## config.mk

```make
export PLATFORM = sky130hd
export DESIGN_NAME = inst_fetch_flat
export DESIGN_NICKNAME = d
export VERILOG_FILES = /design/src/rtl/inst_fetch_pkg.sv /design/src/rtl/inst_fetch_if.sv /design/src/rtl/inst_fetch.sv /design/src/flat_wrapper.sv
export SDC_FILE = /design/constraint.sdc
export NUM_CORES = 1
export LEC_CHECK = 0
export BUFFER_PORTS_ARGS = -buffer_cell sky130_fd_sc_hd__buf_2
export CORE_UTILIZATION = 53
export DETAILED_ROUTE_END_ITERATION = 8
export PLACE_DENSITY_LB_ADDON = 0.15
export SYNTH_ARGS = -nofsm -noshare
export SYNTH_HDL_FRONTEND = slang
export SYNTH_SLANG_ARGS = --single-unit
export TNS_END_PERCENT = 50
```

## constraint.sdc

```tcl
create_clock -name clk -period 2.4 [get_ports clk]
set_input_delay 0.24 -clock clk [delete_from_list [all_inputs] [get_ports clk]]
set_output_delay 0.24 -clock clk [all_outputs]
set_load 0.05 [all_outputs]
```

## src/rtl/inst_fetch_pkg.sv

```systemverilog
// Shared widths, jump/stall encodings and fetch FSM states for the instruction-fetch stage.
package inst_fetch_pkg;

  localparam int RAMAddrLen    = 17;
  localparam int InstLen       = 32;
  localparam int JumpInfoLen   = 2;
  localparam int Jump_ID       = 0;
  localparam int Jump_EX       = 1;
  localparam int StallLevelLen = 3;

  localparam logic [InstLen-1:0] ZeroWord = '0;

  localparam logic [StallLevelLen-1:0] Stall_Null = 3'd0;
  localparam logic [StallLevelLen-1:0] Stall_IF   = 3'd1;
  localparam logic [StallLevelLen-1:0] Stall_ID   = 3'd2;
  localparam logic [StallLevelLen-1:0] Stall_EX   = 3'd3;
  localparam logic [StallLevelLen-1:0] Stall_All  = 3'd4;

  typedef enum logic [1:0] {
    FETCH = 2'd0,
    HOLD  = 2'd1,
    DRAIN = 2'd2
  } if_state_t;

endpackage

```

## src/rtl/inst_fetch_if.sv

```systemverilog
// Fetch-side memory bus: level request/address out, one-cycle done pulse with the word back.
interface inst_fetch_if #(
  parameter int ADDR_W = 17
);
  import inst_fetch_pkg::*;

  logic                mem_req;
  logic [ADDR_W-1:0]   mem_addr;
  logic                mem_done;
  logic [InstLen-1:0]  mem_inst;

  modport master (output mem_req, output mem_addr, input  mem_done, input  mem_inst);
  modport slave  (input  mem_req, input  mem_addr, output mem_done, output mem_inst);
endinterface

```

## src/rtl/inst_fetch.sv

```systemverilog
// PC + fetch FSM; word presented the cycle after mem_done, held until released by Stall_Null.
// Jumps redirect from any state; an in-flight word is drained and never presented.
module inst_fetch
  import inst_fetch_pkg::*;
#(
  parameter int                ADDR_W   = RAMAddrLen,
  parameter logic [ADDR_W-1:0] RESET_PC = '0
) (
  input  logic                     clk,
  input  logic                     rst,
  input  logic [JumpInfoLen-1:0]   jp,
  input  logic [ADDR_W-1:0]        jp_target_id,
  input  logic [ADDR_W-1:0]        jp_target_ex,
  input  logic [StallLevelLen-1:0] stall_command,
  inst_fetch_if.master             mem,
  output logic [ADDR_W-1:0]        if_pc,
  output logic [InstLen-1:0]       if_inst,
  output logic                     if_stall_req
);

  logic [ADDR_W-1:0]  pc;
  logic [ADDR_W-1:0]  buf_pc;
  logic [InstLen-1:0] buf_inst;
  if_state_t          state;

  logic               jump;
  logic [ADDR_W-1:0]  target;
  logic               hold;

  assign jump   = jp[Jump_EX] | jp[Jump_ID];
  assign target = jp[Jump_EX] ? jp_target_ex : jp_target_id;

  always_ff @(posedge clk) begin
    if (!rst) begin
      pc       <= RESET_PC;
      state    <= FETCH;
      buf_pc   <= '0;
      buf_inst <= ZeroWord;
    end else begin
      unique case (state)
        FETCH: begin
          if (jump) begin
            pc <= target;
            // A word landing together with the jump is simply dropped.
            if (!mem.mem_done) state <= DRAIN;
          end else if (mem.mem_done) begin
            buf_inst <= mem.mem_inst;
            buf_pc   <= pc;
            state    <= HOLD;
          end
        end
        DRAIN: begin
          if (jump) pc <= target;
          if (mem.mem_done) state <= FETCH;
        end
        HOLD: begin
          if (jump) begin
            pc       <= target;
            buf_pc   <= '0;
            buf_inst <= ZeroWord;
            state    <= FETCH;
          end else if (stall_command == Stall_Null) begin
            pc    <= pc + ADDR_W'(4);
            state <= FETCH;
          end
        end
        default: state <= FETCH;
      endcase
    end
  end

  // Outputs are gated by rst so nothing leaks out while reset is held low.
  assign hold         = rst && (state == HOLD);
  assign mem.mem_req  = rst && (state == FETCH);
  assign mem.mem_addr = pc;
  assign if_pc        = hold ? buf_pc : '0;
  assign if_inst      = hold ? buf_inst : ZeroWord;
  assign if_stall_req = !hold;

endmodule
```

## src/flat_wrapper.sv

```systemverilog
// flat-port wrapper written by rule: the top's interface ports become plain ports
module inst_fetch_flat import inst_fetch_pkg::*;
#(
  parameter int                ADDR_W   = RAMAddrLen,
  parameter logic [ADDR_W-1:0] RESET_PC = '0
)
  (clk, rst, jp, jp_target_id, jp_target_ex, stall_command, if_pc, if_inst, if_stall_req, mem_mem_req, mem_mem_addr, mem_mem_done, mem_mem_inst);
  inst_fetch_if #(.ADDR_W(ADDR_W)) mem_i ();
  input  logic clk;
  input  logic rst;
  input  logic [JumpInfoLen-1:0] jp;
  input  logic [ADDR_W-1:0] jp_target_id;
  input  logic [ADDR_W-1:0] jp_target_ex;
  input  logic [StallLevelLen-1:0] stall_command;
  output logic [ADDR_W-1:0] if_pc;
  output logic [InstLen-1:0] if_inst;
  output logic if_stall_req;
  output wire logic [$bits(mem_i.mem_req)-1:0] mem_mem_req;
  output wire logic [$bits(mem_i.mem_addr)-1:0] mem_mem_addr;
  input wire logic [$bits(mem_i.mem_done)-1:0] mem_mem_done;
  input wire logic [$bits(mem_i.mem_inst)-1:0] mem_mem_inst;
  assign mem_mem_req = mem_i.mem_req;
  assign mem_mem_addr = mem_i.mem_addr;
  assign mem_i.mem_done = mem_mem_done;
  assign mem_i.mem_inst = mem_mem_inst;
  inst_fetch #(.ADDR_W(ADDR_W), .RESET_PC(RESET_PC)) u_core (.clk(clk), .rst(rst), .jp(jp), .jp_target_id(jp_target_id), .jp_target_ex(jp_target_ex), .stall_command(stall_command), .mem(mem_i), .if_pc(if_pc), .if_inst(if_inst), .if_stall_req(if_stall_req));
endmodule
```

# == Yosys cells after proc, flatten, opt, wreduce, memory -nomap -nowiden ==
# Cells that the tools add are included.
# word_totals
inputBits,74
regBits,68
output_inout_bits,68
word_cells,49
# classes
bitwise_logic,1
n_eq_ne,10
addsub,1
n_mux,22
reduce_logical,11
# ops
op,count
$mux W17,8
$mux W32,4
$pmux W17 S2,2
$pmux W32 S2,1
$add A17 B3 Y17 const B,1
$mux W2,6
$reduce_and A4 Y1,2
$ne A2 B2 Y1 const B,3
$pmux W2 S3,1
$ne A2 B1 Y1 const B,2
$reduce_bool A2 Y1,2
$logic_not A3 Y1,1
$ne A3 B1 Y1 const B,1
$ne A3 B2 Y1 const B,1
$ne A3 B3 Y1 const B,1
$reduce_and A3 Y1,1
$eq A2 B1 Y1 const B,1
$eq A2 B2 Y1 const B,1
$logic_and A1 B1 Y1,2
$logic_not A2 Y1,1
$reduce_or A2 Y1,1
$logic_not A1 Y1,1
$or A1 B1 Y1,1

# == Logic depth before layout (Yosys ltp) ==
# Gate-level depths: netlist of the first run.
# logic_depth
depth_word,4
ltp_mapped,7
depth_no_buf,5

# == Worst setup path before layout of the first run ==
# Ideal clock, no wire load.
# synth_path
path_kind,reg2reg
from,register u_core.pc[2] (netlist: u_core.mem.mem_addr[2])
to,register u_core.pc[16] (netlist: u_core.mem.mem_addr[16])
t_required_ps,2283
path_stages_with_launch,6
n_path_buf,0
setup_slack_ps,454
synth_period_minus_slack_ps,1946
setup_ps,117
arrival_ps,1828
cell_sequence,dfxtp_1 ha_1 nand4_1 nor4_1 o21ai_1 a32o_1
# synth_between
elab_chain_cells,4
# synth_rtl
element,line,text
start: declaration,inst_fetch.sv:21,logic [ADDR_W-1:0] pc;
start signal: assignment,inst_fetch.sv:43,pc <= target;
start signal: assignment,inst_fetch.sv:53,if (jump) pc <= target;
start signal: assignment,inst_fetch.sv:58,pc <= target;
$add A17 B3 Y17,inst_fetch.sv:63,pc <= pc + ADDR_W'(4);
$mux W17,inst_fetch.sv:62,end else if (stall_command == Stall_Null) begin
$mux W17,inst_fetch.sv:57,if (jump) begin
$pmux W17 S2,inst_fetch.sv:40,unique case (state)
# No other way between the ends. The select of a mux whose other input is x is not followed.
# A chain may end at the register's enable or synchronous reset.

# == Worst setup path in the final report of the first run ==
# layout_path
from,register u_core.state[0]
to,output if_pc[13]
# layout_between
elab_chain_cells,3
# layout_rtl
element,line,text
start: declaration,inst_fetch.sv:24,if_state_t state;
start signal: assignment,inst_fetch.sv:36,state <= FETCH;
start signal: assignment,inst_fetch.sv:45,if (!mem.mem_done) state <= DRAIN;
start signal: assignment,inst_fetch.sv:49,state <= HOLD;
$eq A2 B1 Y1,inst_fetch.sv:73,assign hold = rst && (state == HOLD);
$logic_and A1 B1 Y1,inst_fetch.sv:73,
$mux W17,inst_fetch.sv:76,assign if_pc = hold ? buf_pc : '0;
end: declaration,flat_wrapper.sv:15,output logic [ADDR_W-1:0] if_pc;
# No other way between the ends.

==> flow_summary.json, run 1 <==
{
  "path_max_fanout": 52,
  "slowest_stage": "dfxtp_1",
  "min_period_ns": 2.184,
  "gp_congestion": 0.8847,
  "max_stage_delay_ns": 0.49,
  "slew_violations": 0,
  "num_rows": 30,
  "setup_viol": 0,
  "fin_skew_ns": 0.008688,
  "powerDensity_nw_per_um2": 569.0,
  "critPathArrivalTime_ns": 1.94,
  "grt_pass1_wl_um": 15740,
  "htree_levels": 3,
  "ant_nets": 0,
  "synthDistinctLibCells": 41,
  "grt_antenna_before_repair": 0,
  "dpl.hpwl_um": 6329,
  "cts.path.max_buffers": 2,
  "nets": 648,
  "start_util": 0.5535,
  "area_growth_pct": 24.19,
  "slew_headroom": 0.2024,
  "ys_ff_latch": 68,
  "insertion_delay_ns": 0.34,
  "syn_inst": 458,
  "hold_violations": 0,
  "worst_pin_slew_ns": 1.184,
  "synth-async-reset-ratio": 0,
  "whs_ns": 0.08078,
  "crit_required_ns": 2.16,
  "first_pass_iters": 4,
  "syn_area_um2": 3781,
  "wl_per_cell_um": 14.16,
  "overflow": 0,
  "track_usage": 0.2616,
  "die_h_um": 86.47,
  "fmax_mhz": 457.9,
  "r2r-start": "u_core.state[0]",
  "core_area_um2": 6832,
  "synthTopCellsByArea": "dfxtp_1 (36%), and3_1 (11%), a21boi_1 (8.1%)",
  "portBuffers": 141,
  "fillers": 614,
  "critPathLaunch": "u_core.state[0]",
  "status": "completed",
  "grt_setup_unrepaired": "no",
  "numCtsBuffers": 9,
  "clock-root-buffer": "clkbuf_8",
  "drt_iter0_drc": 189,
  "crit_type": "register to primary output",
  "cp-end-kind": "primary output",
  "synth.most_common_cell": "dfxtp_1",
  "diodes": 0,
  "synth_fp_nets": 533,
  "clk_pin_slew_ns": 0.08,
  "cts_resized": 0,
  "synth_top_flop_cell": "dfxtp_1",
  "routed_via_density": 5.485,
  "synthTopCellsByCount": "dfxtp_1 (68), and3_1 (64), nand3_1 (42)",
  "synth_largest_area_cell": "dfxtp_1",
  "grt_pass1_vias": 3390,
  "grt_max_degree": 97,
  "drcViolationCount": 0,
  "die_area_um2": 7476,
  "start_kind": "register",
  "yosysSeqAreaShare": 0.3600,
  "cts_tree": "built",
  "ir_drop_mv": 0.4022,
  "cap_violations": 0,
  "leakagePower_nw": 2.300,
  "cts_hold_buf": 0,
  "setup_tns_ns": 0,
  "clock_sinks": 68,
  "fin_crit_sh": 0.9099,
  "num_io_pins": 142,
  "path_cells": "nor2b_2 -> buf_4 -> and3_1 -> buf_2",
  "dieWidth_um": 86.47,
  "cts_setup_buffers": 0,
  "routed_wirelength_um": 9546,
  "synth_edf_count": 0,
  "hold_path_startpoint": "mem_mem_done",
  "syn-mean-instance-area_um2": 8.256,
  "vias": 3697,
  "synth_warnings": 0,
  "drive_above_1_share": 0.2993,
  "synth_top_area_share": 0.3600,
  "hold_path_class": "primary input to register"
}
power breakdown:
| part | leakage (nW) | total (W) | switching [W] | internal [W] |
|---|---|---|---|---|
| Sequential | 0.555 | 0.00123 | 0.0000532 | 0.00118 |
| Clock | 0.112 | 0.00102 | 0.000432 | 0.000592 |
| Combinational | 1.63 | 0.000414 | 0.000246 | 0.000167 |
layout make-up:
class,instances,area (um^2),share of cell area
tap,96,120.1,0.02558
clock buffer,13,178.9,0.03810
timing repair buffer,150,798.3,0.1700
inverter,3,11.26,0.002398
sequential,68,1361,0.2899
multi-input combinational,341,2183,0.4650
clock inverter,3,42.54,0.009059
flip-flops by register name (all words and copies together), names as in the netlist:
name	count
u_core.buf_inst	32
u_core.buf_pc	17
u_core.mem.mem_addr	17
u_core.state	2
per-stage QoR:
stage	setup WS, ns	util	area [um^2]	total power [W]	cells
after floorplan	0.4544	-	3781	0.001541	458
after global placement	0.3486	0.6549	4474	0.001660	658
after detailed placement	0.2849	0.6549	4474	0.001671	658
after CTS	0.2004	0.6874	4696	0.002684	674
after global routing	0.07629	0.6874	4696	0.002788	674
final	0.2161	0.6874	4696	0.002672	674
path summary, 6_finish.rpt:
check	endpoint	slack (ns)	cells past startpoint
worst max-delay path	if_pc[13]	0.22	4
worst min-delay path	u_core.state[1]	0.08	2
worst max register to register	u_core.mem.mem_addr[10]	0.33	4
worst min register to register	u_core.buf_inst[3]	0.46	2
per-layer routing:
layer | global-route usage | routed length [um] | vias up
met3 | 0.06000 | 571 | 15
li1 | - | - | 1868
met2 | 0.4372 | 4463 | 112
met5 | 0 | 0 | -
met4 | 0.09545 | 140 | 0
met1 | 0.3304 | 4370 | 1702
critical path, delay by kind of cell, from the launching register on:
kind | cells | cell delay, ns
buffers and inverters | 2 | 0.66
DFF | 1 | 0.49
and+or+nand+nor | 2 | 0.43
cells by family after synthesis:
family / share of synthesized area
AND/OR/NAND/NOR: 0.3451
AO/OA/AOI/OAI: 0.1986
flip-flops: 0.3600
buffers and inverters: 0.06386
multiplexers: 0.02912
adder cells (fa/ha/maj): 0.003309
placed cells by master (no fill, tap or decap), drive strengths merged, types with 5 or more instances in the layout:
cell      n
nor2b    16
o21a     16
a21oi     7
nor3      8
dfxtp    68
nand2b   41
and3     64
buf     150
nor4      5
o21ai    19
nand3    42
nor2     14
a21boi   41
nand2    18
clkbuf   13
mux2i    11
No activity file was read; power rests on OpenSTA's default activity.
==> run 2, diff against run 1 <==
==> constraint.sdc (replaced) <==
create_clock -name clk -period 2.4 [get_ports clk]
set_input_delay 0.12 -clock clk [delete_from_list [all_inputs] [get_ports clk]]
set_output_delay 0.12 -clock clk [all_outputs]
set_load 0.05 [all_outputs]
==> run 2 against run 1 <==
Effect of this change: hold slack got worse by 0.062 ns; clock skew decreased by 0.0019 ns; core utilization about the same; register-to-register slack is essentially flat; sequential share of layout area barely moved; sequential cell count unchanged; total power up 0.16%.
==> flow_summary.json, run 2 (synthesized netlist as in run 1, its figures left out) <==
{
  "hold_violations": 0,
  "clock-root-buffer": "clkbuf_8",
  "r2r_cells": 4,
  "cts_hold_buf": 1,
  "min_period_ns": 2.063,
  "critPathLaunch": "u_core.state[0]",
  "ir_drop_mv": 0.3526,
  "wl_per_cell_um": 14.26,
  "crit_required_ns": 2.63,
  "diodes": 0,
  "slew_violations": 0,
  "clk_pin_slew_ns": 0.08,
  "combPwrFrac": 0.155,
  "overflow": 0,
  "switchingPower_w": 0.0007424,
  "path_max_fanout": 11,
  "swShare": 0.2774,
  "ant_nets": 0,
  "grt_pass1_wl_um": 15680,
  "first_pass_iters": 5,
  "nets": 647,
  "path_cells": "nor4b_1 -> o21ai_0 -> a21oi_1 -> o221a_2",
  "cp_top_family": "compound AO/OA/AOI/OAI gates",
  "routed_via_density": 5.533,
  "die_h_um": 86.47,
  "cts_resized": 0,
  "dpl_cell_area_um2": 4472,
  "grt_setup_unrepaired": "no",
  "hold_path_class": "primary input to register",
  "cts_setup_buffers": 0,
  "crit_cells": 4,
  "portBuffers": 141,
  "clock_sinks": 68,
  "fmax_mhz": 484.8,
  "p_seq_frac": 0.461,
  "start_util": 0.5535,
  "drcViolationCount": 0,
  "fin_skew_ns": 0.006819,
  "gp_congestion": 0.9152,
  "slowest_stage": "o21ai_0",
  "worst_pin_slew_ns": 1.223,
  "top_register": "u_core.buf_inst",
  "p_clk_frac": 0.384,
  "largest_register_ffs": 32,
  "leakagePower_nw": 2.291,
  "dpl.hpwl_um": 6311,
  "area_growth_pct": 24.26,
  "start_kind": "register",
  "hold_path_startpoint": "mem_mem_inst[22]",
  "grt_antenna_before_repair": 0,
  "htree_levels": 3,
  "min_path_cells": 3,
  "critical_path_buf_inv_count": 0,
  "whs_ns": 0.01884,
  "cp-end-kind": "register",
  "track_usage": 0.2617,
  "insertion_delay_ns": 0.34,
  "dp_cells": 656,
  "dieWidth_um": 86.47,
  "p_int_w": 0.001934,
  "layout_commonest_cell": "buf_2",
  "r2r-start": "u_core.state[0]",
  "postLayoutCellArea_um2": 4698,
  "vias": 3724,
  "max_stage_delay_ns": 0.94,
  "die_area_um2": 7476,
  "powerDensity_nw_per_um2": 569.6,
  "core_area_um2": 6832,
  "critPathArrivalTime_ns": 2.30,
  "setup_viol": 0,
  "cts_tree": "built",
  "setup_tns_ns": 0,
  "drt_iter0_drc": 226,
  "fin_crit_sh": 0.8595,
  "cts.path.max_buffers": 2,
  "slew_headroom": 0.1762,
  "num_io_pins": 142,
  "stdcell_count": 673,
  "crit_type": "register to register",
  "layout_common_cells": "buf_2 (141), dfxtp_1 (68), and3_1 (64), nand3_1 (42), a21boi_1 (41)",
  "num_rows": 30,
  "rrSetupSlack_ns": 0.34,
  "drive_above_1_share": 0.2946,
  "status": "completed",
  "grt_pass1_vias": 3421,
  "numCtsBuffers": 9,
  "grt_max_degree": 97,
  "routed_wirelength_um": 9599,
  "cap_violations": 0
}
-- run 2: final cells by class --
cell class | count | area, um^2
Timing Repair Buffer | 149 | 805.8
Fill cell | 630 | 2133
Clock inverter | 6 | 88.84
Clock buffer | 10 | 127.6
Multi-Input combinational cell | 341 | 2183
Sequential cell | 68 | 1361
Tap cell | 96 | 120.1
Inverter | 3 | 11.26
-- run 2: per-stage QoR --
stage	utilization	setup slack, ns	power [W]
after floorplan	-	0.4544	0.001541
after global placement	0.6546	0.4753	0.001660
after detailed placement	0.6546	0.3878	0.001672
after CTS	0.6877	0.3549	0.002700
after global routing	0.6877	0.1413	0.002783
final	0.6877	0.3371	0.002676
-- run 2: path summary, 6_finish.rpt --
path,to
worst max-delay path,u_core.mem.mem_addr[10]
worst max register to register,u_core.mem.mem_addr[10]
worst min-delay path,u_core.buf_inst[22]
worst min register to register,u_core.buf_inst[28]
-- run 2: per-layer routing --
layer / vias to the layer above / track usage / routed length [um]
met1: 1721 / 0.3397 / 4362
met4: 0 / 0.1076 / 155
met5: - / 0 / 0
met3: 16 / 0.04952 / 542
li1: 1864 / - / -
met2: 123 / 0.4286 / 4538
-- run 2: power by group through the flow --
stage | clock network, W | registers (W) | logic (W)
2_1_floorplan | 0 | 0.00131 | 0.000227
3_3_place_gp | 0 | 0.00126 | 0.000403
4_1_cts | 0.00105 | 0.00123 | 0.000414
5_1_grt | 0.00109 | 0.00124 | 0.000453
6_report | 0.00103 | 0.00123 | 0.000415
3_5_place_dp | 0 | 0.00126 | 0.000412
-- run 2: tightest hold or removal path, stage by stage --
cell and delay (ns):
buf_2 0.09, nand3_1 0.05, a21boi_1 0.05
==> run 3, diff against run 2 <==
Settings changed: CORE_ASPECT_RATIO set to 0.9, CTS_CLUSTER_DIAMETER set to 30.
==> run 3 against run 2 <==
Effect of this change: clock power about the same; total power down 0.16%; sequential cell count unchanged; first-iteration DRC count rose by 27%; sequential power about the same; combinational power hardly changed; via count up 0.38%; hold slack better by 0.00052 ns; wire length is 2.6% lower; final cell count down 0.89%; worst setup slack about the same; largest cell class unchanged; largest power group unchanged; highest routed layer unchanged.
==> flow_summary.json, run 3 (synthesized netlist as in run 1, its figures left out) <==
{
  "gp_congestion": 0.9099,
  "ant_nets": 0,
  "area_growth_pct": 24.06,
  "drt_iter0_drc": 286,
  "seq_area_um2": 1361,
  "cap_violations": 0,
  "slowest_stage": "or4b_1",
  "vias": 3738,
  "combPwrFrac": 0.155,
  "track_usage": 0.2417,
  "path_max_fanout": 38,
  "num_rows": 28,
  "grt_max_degree": 121,
  "cts_tree": "built",
  "numCtsBuffers": 9,
  "worst_pin_slew_ns": 1.117,
  "nets": 647,
  "routed_via_density": 5.604,
  "grt_setup_unrepaired": "no",
  "status": "completed",
  "fin_skew_ns": 0.008599,
  "crit_type": "register to register",
  "start_kind": "register",
  "p_seq_frac": 0.461,
  "num_io_pins": 142,
  "min_period_ns": 2.063,
  "die_area_um2": 7477,
  "dpl.hpwl_um": 6172,
  "leakagePower_nw": 2.290,
  "top_register": "u_core.buf_inst",
  "fillers": 580,
  "cp-end-kind": "register",
  "hold_path_class": "primary input to register",
  "grt_pass1_vias": 3228,
  "multi_input_area_um2": 2183,
  "cts_resized": 0,
  "start_util": 0.5621,
  "routed_wirelength_um": 9346,
  "portBuffers": 141,
  "htree_levels": 3,
  "layout_commonest_cell": "buf_2",
  "p_clk_frac": 0.384,
  "hold_violations": 0,
  "max_stage_delay_ns": 0.60,
  "powerDensity_nw_per_um2": 569.6,
  "dieWidth_um": 91.04,
  "fmax_mhz": 484.7,
  "path_cells": "or4b_1 -> a21oi_4 -> buf_12 -> mux2i_1 -> nor2b_1",
  "switchingPower_w": 0.0007378,
  "clock-root-buffer": "clkbuf_8",
  "power_w": 0.002672,
  "setup_viol": 0,
  "slew_headroom": 0.2476,
  "insertion_delay_ns": 0.34,
  "slew_violations": 0,
  "clk_pin_slew_ns": 0.08,
  "clock_sinks": 68,
  "layout_common_cells": "buf_2 (141), dfxtp_1 (68), and3_1 (64), nand3_1 (42), a21boi_1 (41)",
  "drive_above_1_share": 0.2946,
  "cts.path.max_buffers": 2,
  "core_area_um2": 6726,
  "ir_drop_mv": 0.4101,
  "crit_required_ns": 2.63,
  "die_h_um": 82.13,
  "drcViolationCount": 0,
  "diodes": 0,
  "critPathArrivalTime_ns": 2.30,
  "grt_pass1_wl_um": 14650,
  "overflow": 0,
  "swShare": 0.2762,
  "grt_antenna_before_repair": 0,
  "first_pass_iters": 4,
  "p_int_w": 0.001934,
  "largest_register_ffs": 32,
  "fin_crit_sh": 0.8597,
  "setup_tns_ns": 0,
  "wl_per_cell_um": 14.01
}
run 3: timing repair:
item | 4_1_cts | 5_1_grt
endpoints found under the hold margin | 1 | 0
endpoints found under the setup margin | 0 | 0
hold buffers | 1 | 0
setup buffers | 0 | 0
run 3: per-layer routing:
metal / part of all wire / wire length [um] / global-route usage
met1: 0.44 / 4152 / 0.2972
met2: 0.47 / 4397 / 0.4091
met3: 0.076 / 711 / 0.08608
met4: 0.0091 / 85 / 0.06032
met5: 0 / 0 / 0
run 3: worst max-delay path, delay by kind of cell (launching register included):
family / cells / cell delay [ns]
compound gates: 1 / 0.43
buf+inv: 1 / 0.25
flops: 1 / 0.39
mux: 1 / 0.21
simple gates: 2 / 0.66
run 3: per-stage QoR:
stage | util | worst slack, ns | cells | hold WS [ns] | instance area (um^2)
2_1_floorplan | - | 0.4544 | 458 | 0.1993 | 3781
3_3_place_gp | 0.6637 | 0.4349 | 650 | 0.3142 | 4464
3_5_place_dp | 0.6637 | 0.3608 | 650 | 0.3124 | 4464
4_1_cts | 0.6974 | 0.3349 | 667 | 0.006511 | 4691
5_1_grt | 0.6974 | 0.1251 | 667 | 0.01660 | 4691
6_report | 0.6974 | 0.3367 | 667 | 0.01936 | 4691
run 3: path summary, 6_finish.rpt:
path,slack (ns),cells past startpoint,from,end
setup reg to reg,0.34,5,u_core.state[0],u_core.buf_pc[11]
hold reg to reg,0.46,2,u_core.buf_inst[18],u_core.buf_inst[18]
setup / recovery,0.34,5,u_core.state[0],u_core.buf_pc[11]
hold / removal,0.02,3,mem_mem_inst[7],u_core.buf_inst[7]
run 3: cell type report:
cell class,instances,area share
clock buffer,10,0.02721
clock inverter,6,0.01894
inverter,3,0.002401
multi-input combinational,341,0.4655
sequential,68,0.2902
tap,90,0.02401
timing repair buffer,149,0.1718
run 3: power groups by stage:
stage / registers [W] / clock network [W] / logic (W)
floorplan: 0.00131 / 0 / 0.000227
global placement: 0.00126 / 0 / 0.000403
detailed placement: 0.00126 / 0 / 0.000411
CTS: 0.00123 / 0.00104 / 0.000414
global route: 0.00124 / 0.00109 / 0.000447
finish: 0.00123 / 0.00103 / 0.000413
